**config.mk**
```make
export PLATFORM = sky130hd
export DESIGN_NAME = adc_capture_fifo
export DESIGN_NICKNAME = d
export VERILOG_FILES = /design/src/rtl/adc_if_pkg.sv /design/src/rtl/adc_capture_fifo_sample_ram.sv /design/src/rtl/adc_capture_fifo.sv
export SDC_FILE = /design/constraint.sdc
export NUM_CORES = 1
export LEC_CHECK = 0
export CAP_MARGIN = 20
export CORE_AREA = 4 4 125 127
export DETAILED_ROUTE_END_ITERATION = 16
export DIE_AREA = 0 0 129 131
export PLACE_DENSITY = 0.58
export SLEW_MARGIN = 40
export SYNTH_ARGS = -nofsm -noshare
export SYNTH_HDL_FRONTEND = slang
export SYNTH_HIERARCHICAL = 1
export SYNTH_SLANG_ARGS = --single-unit
```
**constraint.sdc**
```tcl
create_clock -name clk -period 2.56 [get_ports clk]
set_clock_uncertainty 0.1 [all_clocks]
set_input_delay 0.768 -clock clk [delete_from_list [all_inputs] [get_ports clk]]
set_output_delay 0.768 -clock clk [all_outputs]
set_load 0.05 [all_outputs]
```
**src/rtl/adc_if_pkg.sv**
```systemverilog
// Shared ADC interface definitions: default sample width and width helpers.
package adc_if_pkg;

    localparam int unsigned ADC_WIDTH_DEFAULT = 10;

    // Ceiling log2; returns 0 for v <= 1.
    function automatic int unsigned clog2(input int unsigned v);
        int unsigned r;
        int unsigned x;
        r = 0;
        x = 1;
        while (x < v) begin
            x = x << 1;
            r = r + 1;
        end
        return r;
    endfunction

    // Width of a counter holding 0..depth inclusive.
    function automatic int unsigned level_width(input int unsigned depth);
        return clog2(depth) + 1;
    endfunction

    // Width of a counter holding 0..n-1; never narrower than one bit.
    function automatic int unsigned count_width(input int unsigned n);
        return (n > 1) ? clog2(n) : 1;
    endfunction

endpackage

```
**src/rtl/adc_capture_fifo_sample_ram.sv**
```systemverilog
// DEPTH x WIDTH sample store: synchronous write with enable and reset,
// asynchronous read.
module sample_ram #(
    parameter int unsigned WIDTH = 10,
    parameter int unsigned DEPTH = 8,
    parameter int unsigned AW    = 3
) (
    input  logic             clk,
    input  logic             reset,
    input  logic             we,
    input  logic [AW-1:0]    waddr,
    input  logic [WIDTH-1:0] wdata,
    input  logic [AW-1:0]    raddr,
    output logic [WIDTH-1:0] rdata
);

    logic [WIDTH-1:0] mem [DEPTH];

    // Storage write; reset zeroes every word so the head never reads X.
    always_ff @(posedge clk) begin
        if (reset) begin
            for (int unsigned i = 0; i < DEPTH; i++) begin
                mem[i] <= '0;
            end
        end else if (we) begin
            mem[waddr] <= wdata;
        end
    end

    // Asynchronous read port for first-word fall-through.
    always_comb begin
        rdata = mem[raddr];
    end

endmodule

```
**src/rtl/adc_capture_fifo.sv**
```systemverilog
// ADC capture stage: optional decimation feeding a first-word-fall-through
// FIFO drained by a valid/ready handshake, with sticky overflow flag.
module adc_capture_fifo
    import adc_if_pkg::*;
#(
    parameter int unsigned WIDTH = ADC_WIDTH_DEFAULT,
    parameter int unsigned DEPTH = 8,
    parameter int unsigned DECIM = 1
) (
    input  logic                          clk,
    input  logic                          reset,
    input  logic                          en,
    input  logic [WIDTH-1:0]              a,
    output logic [WIDTH-1:0]              y,
    output logic                          y_valid,
    input  logic                          y_ready,
    output logic [level_width(DEPTH)-1:0] level,
    output logic                          overflow,
    input  logic                          clear_ovf
);

    localparam int unsigned AW = clog2(DEPTH);
    localparam int unsigned LW = level_width(DEPTH);
    localparam int unsigned DW = count_width(DECIM);

    logic [AW-1:0] wptr;
    logic [AW-1:0] rptr;
    logic [DW-1:0] dcnt;
    logic          keep;
    logic          full;
    logic          rd;
    logic          wr;
    logic          drop;

    // Handshake and write/drop decisions from registered state only.
    always_comb begin
        keep = en && (dcnt == '0);
        full = (level == LW'(DEPTH));
        rd   = y_valid && y_ready;
        wr   = keep && (!full || rd);
        drop = keep && full && !rd;
    end

    // y_valid is decoded from the level register, so y_ready never reaches it.
    always_comb begin
        y_valid = (level != '0);
    end

    sample_ram #(
        .WIDTH (WIDTH),
        .DEPTH (DEPTH),
        .AW    (AW)
    ) u_ram (
        .clk   (clk),
        .reset (reset),
        .we    (wr),
        .waddr (wptr),
        .wdata (a),
        .raddr (rptr),
        .rdata (y)
    );

    // Decimation counter advances on every enabled sample, kept or dropped.
    always_ff @(posedge clk) begin
        if (reset) begin
            dcnt <= '0;
        end else if (en) begin
            if (dcnt == DW'(DECIM - 1)) begin
                dcnt <= '0;
            end else begin
                dcnt <= dcnt + DW'(1);
            end
        end
    end

    // Pointers wrap naturally since DEPTH is a power of two.
    always_ff @(posedge clk) begin
        if (reset) begin
            wptr <= '0;
            rptr <= '0;
        end else begin
            if (wr) wptr <= wptr + AW'(1);
            if (rd) rptr <= rptr + AW'(1);
        end
    end

    // Level tracks writes minus reads; simultaneous read+write holds it.
    always_ff @(posedge clk) begin
        if (reset) begin
            level <= '0;
        end else if (wr && !rd) begin
            level <= level + LW'(1);
        end else if (rd && !wr) begin
            level <= level - LW'(1);
        end
    end

    // Sticky overflow; a new drop wins over clear_ovf.
    always_ff @(posedge clk) begin
        if (reset) begin
            overflow <= 1'b0;
        end else if (drop) begin
            overflow <= 1'b1;
        end else if (clear_ovf) begin
            overflow <= 1'b0;
        end
    end

endmodule

```
==> qor.yml <==
setup_path:
  critical_path_buf_inv_count: 3
  r2r-start: "level[2]"
  crit_required_ns: 1.69
  rr_worst_depth: 9
  cp_cell_sequence: "buf_6 -> buf_16 -> mux4_2 -> mux2_4 -> buf_8"
  criticalPathCategory: "flop to output port"
  crit_family: "multiplexers"
  critPathArrivalTime_ns: 1.95
  end_kind: "output port"
  timing.rr.end: "level[3]"
  cp_slowest_cell: "mux4_2"
  start_kind: "flop"
  cpPeakStageDelay_ns: 0.48
  cp_max_fo: 5
  rrSetupSlack_ns: 0.10
placed_design:
  place_congestion: 0.770
  place_hpwl_um: 6630
  portBuffers: 30
drt:
  routed_wl_um: 10600
  wl_met1_um: 4720
  avgViaCountPerCell: 5.05
  wl_met3_um: 554
  dr.first_iter.drc_count: 190
  top_layer: "met4"
  drc: 0
  wl_per_cell_um: 19.0
  ant_nets: 0
  dr.pass1.iters: 5
  dr_total_vias: 2801
  route.met2.wl_um: 5190
power:
  p_leak_uw: 0.00191
  power_density_nw_per_um2: 938
  vdd_drop_max_v: 0.000650
  power_uw: 5180
timing:
  hold_viol: 0
  slew_headroom_pct: 61.4
  tightest_slew_ns: 0.579
  fmax_mhz: 355
  rsz0062_at_grt: "yes"
  finalSetupViolCount: 10
  worst_slack_ns: -0.253
  slew_viol_final: 0
  fin_crit_sh_pct: 110
  tns_ns: -2.23
  min_period_ns: 2.81
layout:
  areaGrowthSynthToFinish_pct: 28.9
  drive_gt1_share_pct: 35.8
  n_antenna_cell: 0
  mostFrequentLayoutCells: "nor3_1 (80), edfxtp_1 (80), buf_4 (44)"
  nNetsFinal: 387
grt:
  grt_max_degree: 29
  grt_pass1_wl_um: 16900
  grt_overflow: 0
  antenna_found_initial: 0
  grt_pass1_vias: 3002
  track_usage_pct: 13.1
logic_synthesis:
  syn_area_um2: 4290
  netlist_instances: 297
  yosysWarningCount: 6
  synth_cell_types: 35
  yosysTopAreaCellShare_pct: 56.0
  syn_nets: 318
  ys_ff_latch: 91
  yosysSeqAreaShare_pct: 61.2
  synth_largest_area_cell: "edfxtp_1"
  avgSynthCellArea_um2: 14.4
  synth_area_leaders: "edfxtp_1 (56%), mux4_1 (12%), nor3_1 (9.3%)"
die:
  io_pins: 31
  die_width_um: 129
  die_area_um2: 16900
  rows: 44
  die_h_um: 131
  initial_utilization_pct: 29.7
  coreArea_um2: 14400
clock_network:
  cts_tree: "yes"
  htreeDepth: 3
  cts_sinks: 91
  path_clk_slew_ns: 0.07
  cts_buffer_depth: 2
  clock_latency_ns: 0.34
  cts_hold_buf: 0
  cts_made_buffers: 9
  cts_root_buf: "clkbuf_16"
worst_hold_path:
  hold_class: "flop to flop"
  hp-start: "rptr[1]"
  whs_path_depth: 2
  holdPathEnd: "rptr[1]"
run_status:
  violations: "setup timing"
  outcome: "complete, but fails checks"
job:
  drv_cap: 0
==> final cells by class <==
type | count | area, um2
Clock buffer | 9 | 225
Clock inverter | 7 | 66.3
Fill cell | 1428 | 8900
Inverter | 12 | 47.5
Multi-Input combinational cell | 170 | 1520
Sequential cell | 91 | 2630
Tap cell | 184 | 230
Timing Repair Buffer | 82 | 803
==> flip-flops by register name, indices dropped and copies added (netlist names) <==
signal	count
u_ram/mem	80
level	4
rptr	3
wptr	3
overflow	1
==> Yosys cell counts <==
library cell	count
a21oi_1	3
nand2_1	2
mux2i_1	2
or4_4	1
o211ai_1	1
buf_6	5
dfxtp_1	11
a21oi_2	1
nand3b_1	1
a211oi_1	1
a31oi_1	1
mux4_1	20
mux2_2	11
ha_1	5
clkinv_1	10
nand3_2	1
inv_1	2
buf_1	2
buf_2	2
xnor2_1	1
nand2_4	1
or3_4	1
nand2b_1	3
nor2b_1	2
nor3_1	80
or3b_1	1
o21bai_1	8
o21ai_4	1
clkbuf_1	15
nor2_1	13
or2_0	1
nand3_1	2
edfxtp_1	80
fa_1	1
xor2_1	5
==> worst max path at each step <==
stage | start | to | slack (ns) | depth (start not counted)
2_1_floorplan | y_ready | u_ram/mem[0][0] | -0.17 | 7
3_3_place_gp | y_ready | level[3] | -0.52 | 11
3_5_place_dp | y_ready | level[3] | -0.62 | 11
4_1_cts | rptr[0] | y[7] | -0.30 | 5
5_1_grt | rptr[0] | y[7] | -0.30 | 5
6_report | rptr[0] | y[6] | -0.25 | 5
==> worst reg2reg max path, delay by kind of cell, from the launching register on <==
family,cells,cell delay (ns)
adder cells (fa/ha/maj),2,0.43
AO/OA/AOI/OAI,1,0.16
buffers and inverters,2,0.18
AND/OR/NAND/NOR,3,0.76
multiplexers,1,0.35
flip-flops,1,0.36
==> timing repair <==
item,4_1_cts,5_1_grt
cloned,3,0
resized for setup,54,19
buffers inserted,5,1
setup endpoints to repair,41,38
pin swaps,4,0
==> cells by family (layout without fill, tap and decap cells) <==
family | after synthesis | in the layout | share of synthesized area (%)
and+or+nand+nor | 109 | 109 | 13.2
DFF | 91 | 91 | 61.2
buffers and inverters | 36 | 110 | 4.09
muxes | 33 | 33 | 15.6
AOI/OAI and AO/OA | 16 | 16 | 2.83
adders and majority gates | 6 | 6 | 1.93
xor gates and xnor gates | 6 | 6 | 1.23
==> routing by layer <==
metal  vias to the layer above  global-route usage, %
li1                       1276                      -
met1                      1428                   17.7
met2                        91                   21.5
met3                         6                   3.50
met4                         0                   2.78
met5                         -                      0
==> metrics by stage <==
| stage | utilization, % | hold slack, ns | setup WS, ns | std cells | instance area [um2] |
|---|---|---|---|---|---|
| after floorplan | - | 0.364 | -0.174 | 297 | 4300 |
| after CTS | 38.5 | 0.400 | -0.303 | 556 | 5560 |
| after detailed placement | 34.9 | 0.390 | -0.621 | 532 | 5040 |
| after global placement | 34.9 | 0.376 | -0.521 | 532 | 5040 |
| final | 38.3 | 0.401 | -0.253 | 555 | 5530 |
| after global routing | 38.3 | 0.443 | -0.304 | 555 | 5530 |
==> power breakdown <==
part	internal (uW)	switching, uW	total, uW
Combinational	1000	1070	2070
Sequential	1740	83.7	1820
Clock	681	607	1290
Total	3420	1760	5180
Note: power is estimated with default switching activity, not from simulation.
